===== src/rtl/arduino_link.sv =====
// arduino_link: processor-word <-> Arduino byte link over four-phase strobes.
// RX assembles bytes LSB-first into a word; TX drains a word FIFO bytewise.
module arduino_link #(
  parameter int BYTE_LENGTH = 8,
  parameter int DATA_LENGTH = 32,
  parameter int TX_DEPTH    = 4
) (
  input  logic                   clock,
  input  logic                   reset,
  input  logic                   flag_write_arduino,
  input  logic [DATA_LENGTH-1:0] module_input,
  input  logic                   flag_read_arduino,
  output logic [DATA_LENGTH-1:0] module_output,
  output logic                   rx_valid,
  output logic                   tx_full,
  output logic                   tx_busy,
  output logic [1:0]             error_flags,
  input  logic [BYTE_LENGTH-1:0] system_input,
  input  logic                   system_input_strobe,
  output logic [BYTE_LENGTH-1:0] system_output,
  output logic                   system_output_strobe,
  input  logic                   system_output_ack
);

  localparam int NBYTES = DATA_LENGTH / BYTE_LENGTH;
  localparam int CW = (NBYTES > 1) ? $clog2(NBYTES) : 1;
  localparam int PW = $clog2(TX_DEPTH);
  localparam logic [CW-1:0] LAST = CW'(NBYTES - 1);

  typedef logic [NBYTES-1:0][BYTE_LENGTH-1:0] word_t;

  // Gray-coded so every legal transition flips one bit and the
  // decoded strobe cannot glitch toward the Arduino.
  typedef enum logic [1:0] {
    IDLE     = 2'b00,
    LOAD     = 2'b01,
    REQ      = 2'b11,
    WAIT_LOW = 2'b10
  } state_e;

  logic stb_s1_q, stb_s2_q, stb_prev_q;
  logic ack_s1_q, ack_s2_q;
  logic rx_edge;

  word_t          rx_buf_q, rx_buf_d, rx_asm;
  word_t          rx_out_q, rx_out_d;
  logic [CW-1:0]  rx_cnt_q, rx_cnt_d;
  logic           rx_valid_q, rx_valid_d;
  logic [1:0]     err_q, err_d;
  logic           rd_ok, word_done, overrun;

  logic [DATA_LENGTH-1:0] mem_q [TX_DEPTH];
  logic [PW:0]    wr_q, rd_q;
  logic           empty, full, push_ok, pop;

  state_e         state_q, state_d;
  word_t          sh_q;
  logic [CW-1:0]  idx_q;

  // Two-flop synchronizers plus edge-detect history for the RX strobe
  always_ff @(posedge clock) begin
    if (reset) begin
      stb_s1_q   <= 1'b0;
      stb_s2_q   <= 1'b0;
      stb_prev_q <= 1'b0;
      ack_s1_q   <= 1'b0;
      ack_s2_q   <= 1'b0;
    end else begin
      stb_s1_q   <= system_input_strobe;
      stb_s2_q   <= stb_s1_q;
      stb_prev_q <= stb_s2_q;
      ack_s1_q   <= system_output_ack;
      ack_s2_q   <= ack_s1_q;
    end
  end

  assign rx_edge   = stb_s2_q & ~stb_prev_q;
  assign word_done = rx_edge && (rx_cnt_q == LAST);
  assign rd_ok     = flag_read_arduino & rx_valid_q;
  assign overrun   = word_done & rx_valid_q & ~rd_ok;
  assign push_ok   = flag_write_arduino & ~full;
  assign pop       = (state_q == LOAD);

  // RX assembly, hand-off to the processor and sticky error flags
  always_comb begin
    rx_asm           = rx_buf_q;
    rx_asm[rx_cnt_q] = system_input;
    rx_buf_d         = rx_edge ? rx_asm : rx_buf_q;
    rx_cnt_d         = rx_cnt_q;
    if (rx_edge) begin
      rx_cnt_d = (rx_cnt_q == LAST) ? '0 : rx_cnt_q + 1'b1;
    end
    rx_valid_d = rx_valid_q;
    rx_out_d   = rx_out_q;
    if (rd_ok) begin
      rx_valid_d = 1'b0;
    end
    if (word_done && (!rx_valid_q || rd_ok)) begin
      rx_valid_d = 1'b1;
      rx_out_d   = rx_asm;
    end
    err_d = err_q;
    if (flag_read_arduino) err_d[0] = 1'b0;
    if (overrun)           err_d[0] = 1'b1;
    if (push_ok)           err_d[1] = 1'b0;
    if (flag_write_arduino && full) err_d[1] = 1'b1;
  end

  // RX and error state registers
  always_ff @(posedge clock) begin
    if (reset) begin
      rx_buf_q   <= '0;
      rx_out_q   <= '0;
      rx_cnt_q   <= '0;
      rx_valid_q <= 1'b0;
      err_q      <= 2'b00;
    end else begin
      rx_buf_q   <= rx_buf_d;
      rx_out_q   <= rx_out_d;
      rx_cnt_q   <= rx_cnt_d;
      rx_valid_q <= rx_valid_d;
      err_q      <= err_d;
    end
  end

  assign empty = (wr_q == rd_q);
  assign full  = (wr_q[PW] != rd_q[PW]) &&
                 (wr_q[PW-1:0] == rd_q[PW-1:0]);

  // FIFO pointers; full is judged before this cycle's pop
  always_ff @(posedge clock) begin
    if (reset) begin
      wr_q <= '0;
      rd_q <= '0;
    end else begin
      if (push_ok) wr_q <= wr_q + 1'b1;
      if (pop)     rd_q <= rd_q + 1'b1;
    end
  end

  // FIFO storage needs no reset; the pointers define its contents
  always_ff @(posedge clock) begin
    if (push_ok) mem_q[wr_q[PW-1:0]] <= module_input;
  end

  // TX FSM state register
  always_ff @(posedge clock) begin
    if (reset) state_q <= IDLE;
    else       state_q <= state_d;
  end

  // TX FSM next-state logic
  always_comb begin
    state_d = state_q;
    unique case (state_q)
      IDLE:     if (!empty) state_d = LOAD;
      LOAD:     state_d = REQ;
      REQ:      if (ack_s2_q) state_d = WAIT_LOW;
      WAIT_LOW: if (!ack_s2_q) state_d = (idx_q != LAST) ? REQ : IDLE;
      default:  state_d = IDLE;
    endcase
  end

  // TX shift register and byte index
  always_ff @(posedge clock) begin
    if (reset) begin
      sh_q  <= '0;
      idx_q <= '0;
    end else if (state_q == LOAD) begin
      sh_q  <= mem_q[rd_q[PW-1:0]];
      idx_q <= '0;
    end else if (state_q == WAIT_LOW && !ack_s2_q && idx_q != LAST) begin
      idx_q <= idx_q + 1'b1;
    end
  end

  // TX outputs decoded from registered state only
  always_comb begin
    system_output_strobe = (state_q == REQ);
    system_output        = sh_q[idx_q];
    tx_busy              = (state_q != IDLE) || !empty;
  end

  assign module_output = rx_out_q;
  assign rx_valid      = rx_valid_q;
  assign tx_full       = full;
  assign error_flags   = err_q;

endmodule

===== config.mk =====
export PLATFORM = sky130hd
export DESIGN_NAME = arduino_link
export DESIGN_NICKNAME = d
export VERILOG_FILES = /design/src/rtl/arduino_link.sv
export SDC_FILE = /design/constraint.sdc
export NUM_CORES = 1
export LEC_CHECK = 0
export ABC_AREA = 1
export CAP_MARGIN = 5
export CORE_ASPECT_RATIO = 0.6
export CORE_UTILIZATION = 61
export DETAILED_ROUTE_END_ITERATION = 8
export PLACE_DENSITY = 0.87
export SETUP_SLACK_MARGIN = 0.1
export SYNTH_ARGS = -nofsm -noshare
export SYNTH_HDL_FRONTEND = slang
export SYNTH_SLANG_ARGS = --single-unit
export TNS_END_PERCENT = 50

===== constraint.sdc =====
create_clock -name clock -period 4.9 [get_ports clock]
set_input_delay 0.735 -clock clock [delete_from_list [all_inputs] [get_ports clock]]
set_output_delay 0.735 -clock clock [all_outputs]
set_load 0.03 [all_outputs]

Word level (Yosys, flattened, before mapping)
Memory sizes are Yosys's and may differ from the RTL's. A register that Yosys moved wholly into a read port is not among the register bits.
Index checks and enable logic that the tools add are counted.
- bits in registers: 84
- bits in writable memories: 128
- input port bits: 46
- output and inout bits: 46
- logic and storage cells: 86
- memories: 1
- memories (memory ; depth ; width ; read ports ; clocked after memory_dff ; write ports ; line ; text):
    mem_q ; 4 ; 32 ; 1 ; 1 ; 1 ; 52 ; logic [DATA_LENGTH-1:0] mem_q [TX_DEPTH];
- add/subtract/negate cells: 4
- $lt $le $gt $ge: 3
- equal/unequal tests: 11
- multiplexer cells: 19
- bitwise operators: 8
- reduce and logical (&&, ||, !) cells: 19
- operator list (cell ; number):
    32-bit bitwise mux ; 1
    8-bit binary-select mux with 2-bit select ; 1
    8-bit demux with 2-bit select ; 1
    8-bit two-way mux ; 2
    2-bit two-way mux ; 5
    1-bit two-way mux ; 8
    2-bit case mux with 4 select lines ; 1
    2-bit nonzero test ; 4
    1-bit logical AND ; 7
    3-bit by 1-bit adder with 3-bit output (second input constant) ; 2
    2-bit equality test (second input constant) ; 3
    2-bit by 3-bit < comparator with 1-bit output (second input constant) ; 2
    2-bit != test (second input constant) ; 3
    1-bit AND ; 5
    2-bit by 1-bit adder with 2-bit output (second input constant) ; 2
    3-bit equality test ; 1
    1-bit zero test ; 3
    1-bit NOT ; 3
    3-bit AND reduction ; 1
    2-bit by 1-bit equality test with 1-bit output (second input constant) ; 1
    2-bit equality test ; 1
    2-bit by 1-bit >= comparator with 1-bit output (second input constant) ; 1
    2-bit zero test ; 1
    1-bit logical OR ; 2
    3 further kinds ; 3

Longest topological paths before layout
- depth after elaboration: 6
- mapped depth: 9
- mapped depth without buffers: 8

Worst setup path before layout
No wires, ideal clock.
- kind: flip-flop to flip-flop
- start: register rd_q[1]
- end: memory mem_q[3][0], enable pin
- arrival time: 2.188 ns
- data required time: 4.479 ns
- slack: 2.291 ns
- stages on the path, launching flop included: 7
- buffers on the path: 0
- period minus slack after synthesis: 2.609 ns
- cell sequence: dfxtp_1 inv_2 nand2_1 nand2_1 nand3_2 nand2_2 nor2_1
- word-level cells in the longest chain between the ends: 6
- RTL lines (item ; line ; text):
    start, declared ; 53 ; logic [PW:0] wr_q, rd_q;
    start signal, assigned ; 137 ; if (pop) rd_q <= rd_q + 1'b1;
    2-bit equality test ; 128 ; (wr_q[PW-1:0] == rd_q[PW-1:0]);
    1-bit logical AND ; 127 ; assign full = (wr_q[PW] != rd_q[PW]) &&
    1-bit NOT ; 81 ; assign push_ok = flag_write_arduino & ~full;
    1-bit AND ; 81 ;
    1-bit two-way mux ; 143 ; if (push_ok) mem_q[wr_q[PW-1:0]] <= module_input;
    1-bit two-way mux (not written as such) ; 143 ;
    end, declared ; 52 ;
No other way between the ends.

Worst setup path in the final report
- start: register rd_q[1]
- end: output port tx_full
- word-level cells in the longest chain between the ends: 2
- RTL lines (item ; line ; text):
    2-bit equality test ; 128 ;
    1-bit logical AND ; 127 ;
    end, declared ; 15 ; output logic tx_full,
No other way between the ends.

==> reports/summary.txt <==
I/O pin count: 92
# DRC: 15
n_diodes: 0
share of layout cells above drive strength 1: 5.738%
Die Y: 100.1 um
CTS Root Buffer Type: clkbuf_16
type of origin of the critical path: register
Syn Std Cell Area: 9779 sq um
Synth cell types: 32
synth-to-layout area growth: 16.24%
Syn Area/Cell: 9.550 sq um
CP peak stage delay: 0.66 ns
standard-cell rows: 35
CORE AREA: 15500 sq um
final hold vios: 0
Slowest-stage cell, CP: clkdlybuf4s50_1
mux share of post-synthesis cell area: 0%
Peak VDD IR: 0.0002278 V
fin. max-slew vios: 0
Max-Cap Viols: 0
commonest cells after routing, fill and taps aside: nor2_1, o21ai_0, edfxtp_1
Final Skew: 0.01720 ns
first-pass GRT wire length: 34.01 mm
final WL: 21.80 mm
global route overflow: 0
Die W: 165.5 um
drt via density: 5.697
sequential share of the synthesized area: 63.05%
met2 wire length: 9.386 mm
commonest non-fill, non-tap cell in the layout: nor2_1
RSZ-0062 raised after global routing: false
CTS Buffer Depth: 3
hold crit path type: register to register
Rel. slew slack: 55.93%
DR WL/cell: 16.76 um
arrival time worst endpoint: 2.69 ns
worst setup margin: 1.472 ns
Top cell by count, worst path: nand2_1
Buf/Inv on CP: 4
EDFF count, synth: 128
CTS tree: done
Finish-stage setup viols: 0
Mapped Nets: 1080
number of I/O port buffers: 91
initial DRC count: 798
clk sinks: 244
Setup CP Type: register to primary output
met1 wire length: 9.688 mm
placed inst area: 10670 sq um
nature of the critical path endpoint: primary output
reg2reg setup slack: 2.40 ns
max layer used: met4
Post-CTS Setup Bufs: 0
routed wl met3: 2.305 mm
Hold Buf Count CTS: 0
Post-synth ARST share: 0%
Placed Cells: 1265
gr usage total: 26.59%
Period Utilization, post-route: 69.96%
Max Fclk: 291.7 MHz
number of buffers created by CTS: 21
clk_lat worst skew: 0.50 ns
router iterations before antenna repair: 8
routed via count: 7412
Nets: 1141
Final HPWL DP: 13.26 mm
initial antenna violation count: 0
post-CTS sizing: 0
Worst-path clk slew: 0.07 ns
Design Area, Final: 11370 sq um
Util after Layout: 73.33%
Worst Path Max Fanout: 36
PD cells: 489.8 nW/um^2
CP cell instances: buf_4, inv_2, nand2_1, nand2_1, nand3_2, inv_1, clkdlybuf4s50_1
Setup WS pre-CTS: 2.050 ns
ys flop type: edfxtp_1
final cell count without fillers: 1301
Fin Setup TNS: 0 ns
vias in the first global route: 6597
Synth Warn #: 0
failing checks: design-rule violations
largest family of logic cells by synthesized area: compound AO/OA/AOI/OAI gates
Post-Synth Adder-Cell Area: 1.279%
Post-Synthesis Cells: 1024
Required @ worst endpoint: 4.16 ns
largest net degree at the start of global routing: 74
simple-gate area share of the yosys netlist: 13.97%
Compound-Gate Fraction of Synth Area: 14.56%
post-route ant nets: 0
Leak: 4.370 nW
H-Tree Depth: 1
Final Wtd Congestion: 0.8434
Starting Density: 63.08%
Synth Area in XOR/XNOR: 0.2559%
slew of the pin with the lowest slew margin: 0.6611 ns
#FFs+latches synth: 244
status: finished, violations left
minimum clock period: 3.428 ns
Top delay family on crit path: buffers and inverters
Die Area: 16560 sq um
[logic make-up (layout without fill, tap and decap cells)]
kind of cell | Yosys count | count (layout)
xor+xnor | 2 | 2
buf+inv | 146 | 220
simple gates | 349 | 349
compound gates | 273 | 273
flops | 244 | 244
fa+ha+maj | 10 | 10
[cell type report]
cell class	count	area [sq um]
flip-flops and latches	244	6167
fillers	1076	4135
multi-input cells	634	2950
repair buffers	101	985.9
clock buffers	25	550.5
inverters	83	315.3
well taps	203	254.0
clock inverters	11	143.9
[path summary, 6_finish.rpt]
kind,cells after the start,start,endpoint
min reg2reg,2,ack_s1_q,ack_s2_q
max reg2reg,8,rd_q[1],mem_q[3][0]
min,2,ack_s1_q,ack_s2_q
max,7,rd_q[1],tx_full
[where the power goes]
group          internal [mW]  switching (mW)
clock network          0.966           0.714
logic                  0.458           0.909
registers               2.35           0.167
total                   3.78            1.79
[metal layers]
metal,track usage (%),up-vias
li1,-,3555
met1,40.10,3469
met4,7.692,0
met2,38.72,351
met3,5.620,37
met5,0,-
[flip-flops by register name (all words and copies together) (netlist names)]
signal         count
mem_q            128
module_output     32
rx_buf_q          32
sh_q              32
rd_q               3
wr_q               3
error_flags        2
idx_q              2
rx_cnt_q           2
state_q            2
ack_s1_q           1
ack_s2_q           1
rx_valid           1
stb_prev_q         1
stb_s1_q           1
stb_s2_q           1
[cell usage after synthesis (2+ instances only)]
cell | count | area [sq um]
nor2_1 | 297 | 1115
o21ai_0 | 140 | 700.7
edfxtp_1 | 128 | 3844
dfxtp_1 | 116 | 2322
inv_1 | 72 | 270.3
o21ai_1 | 48 | 240.2
a21oi_1 | 42 | 210.2
o22ai_1 | 40 | 250.2
nand2_1 | 39 | 146.4
clkbuf_1 | 25 | 93.84
buf_2 | 19 | 95.09
buf_6 | 12 | 135.1
ha_1 | 10 | 125.1
inv_2 | 8 | 30.03
nand3_1 | 5 | 25.02
buf_1 | 3 | 11.26
clkbuf_2 | 3 | 15.01
a211oi_1 | 2 | 15.01
nand3b_1 | 2 | 15.01
[worst reg2reg max path: stages, from the launching register on]
cell and delay, ns:
dfxtp_1 0.31, buf_4 0.36, inv_2 0.38, nand2_1 0.16, nand2_1 0.08, nand3_2 0.12
nand2_2 0.13, nor2_2 0.12, buf_4 0.45
[stage by stage]
step	hold slack, ns	power [mW]
floorplan	0.3883	3.489
global placement	0.3960	3.838
detailed placement	0.4062	3.887
CTS	0.4179	5.570
global route	0.4301	5.838
finish	0.4171	5.568
Power figures use the tool's default switching activity.
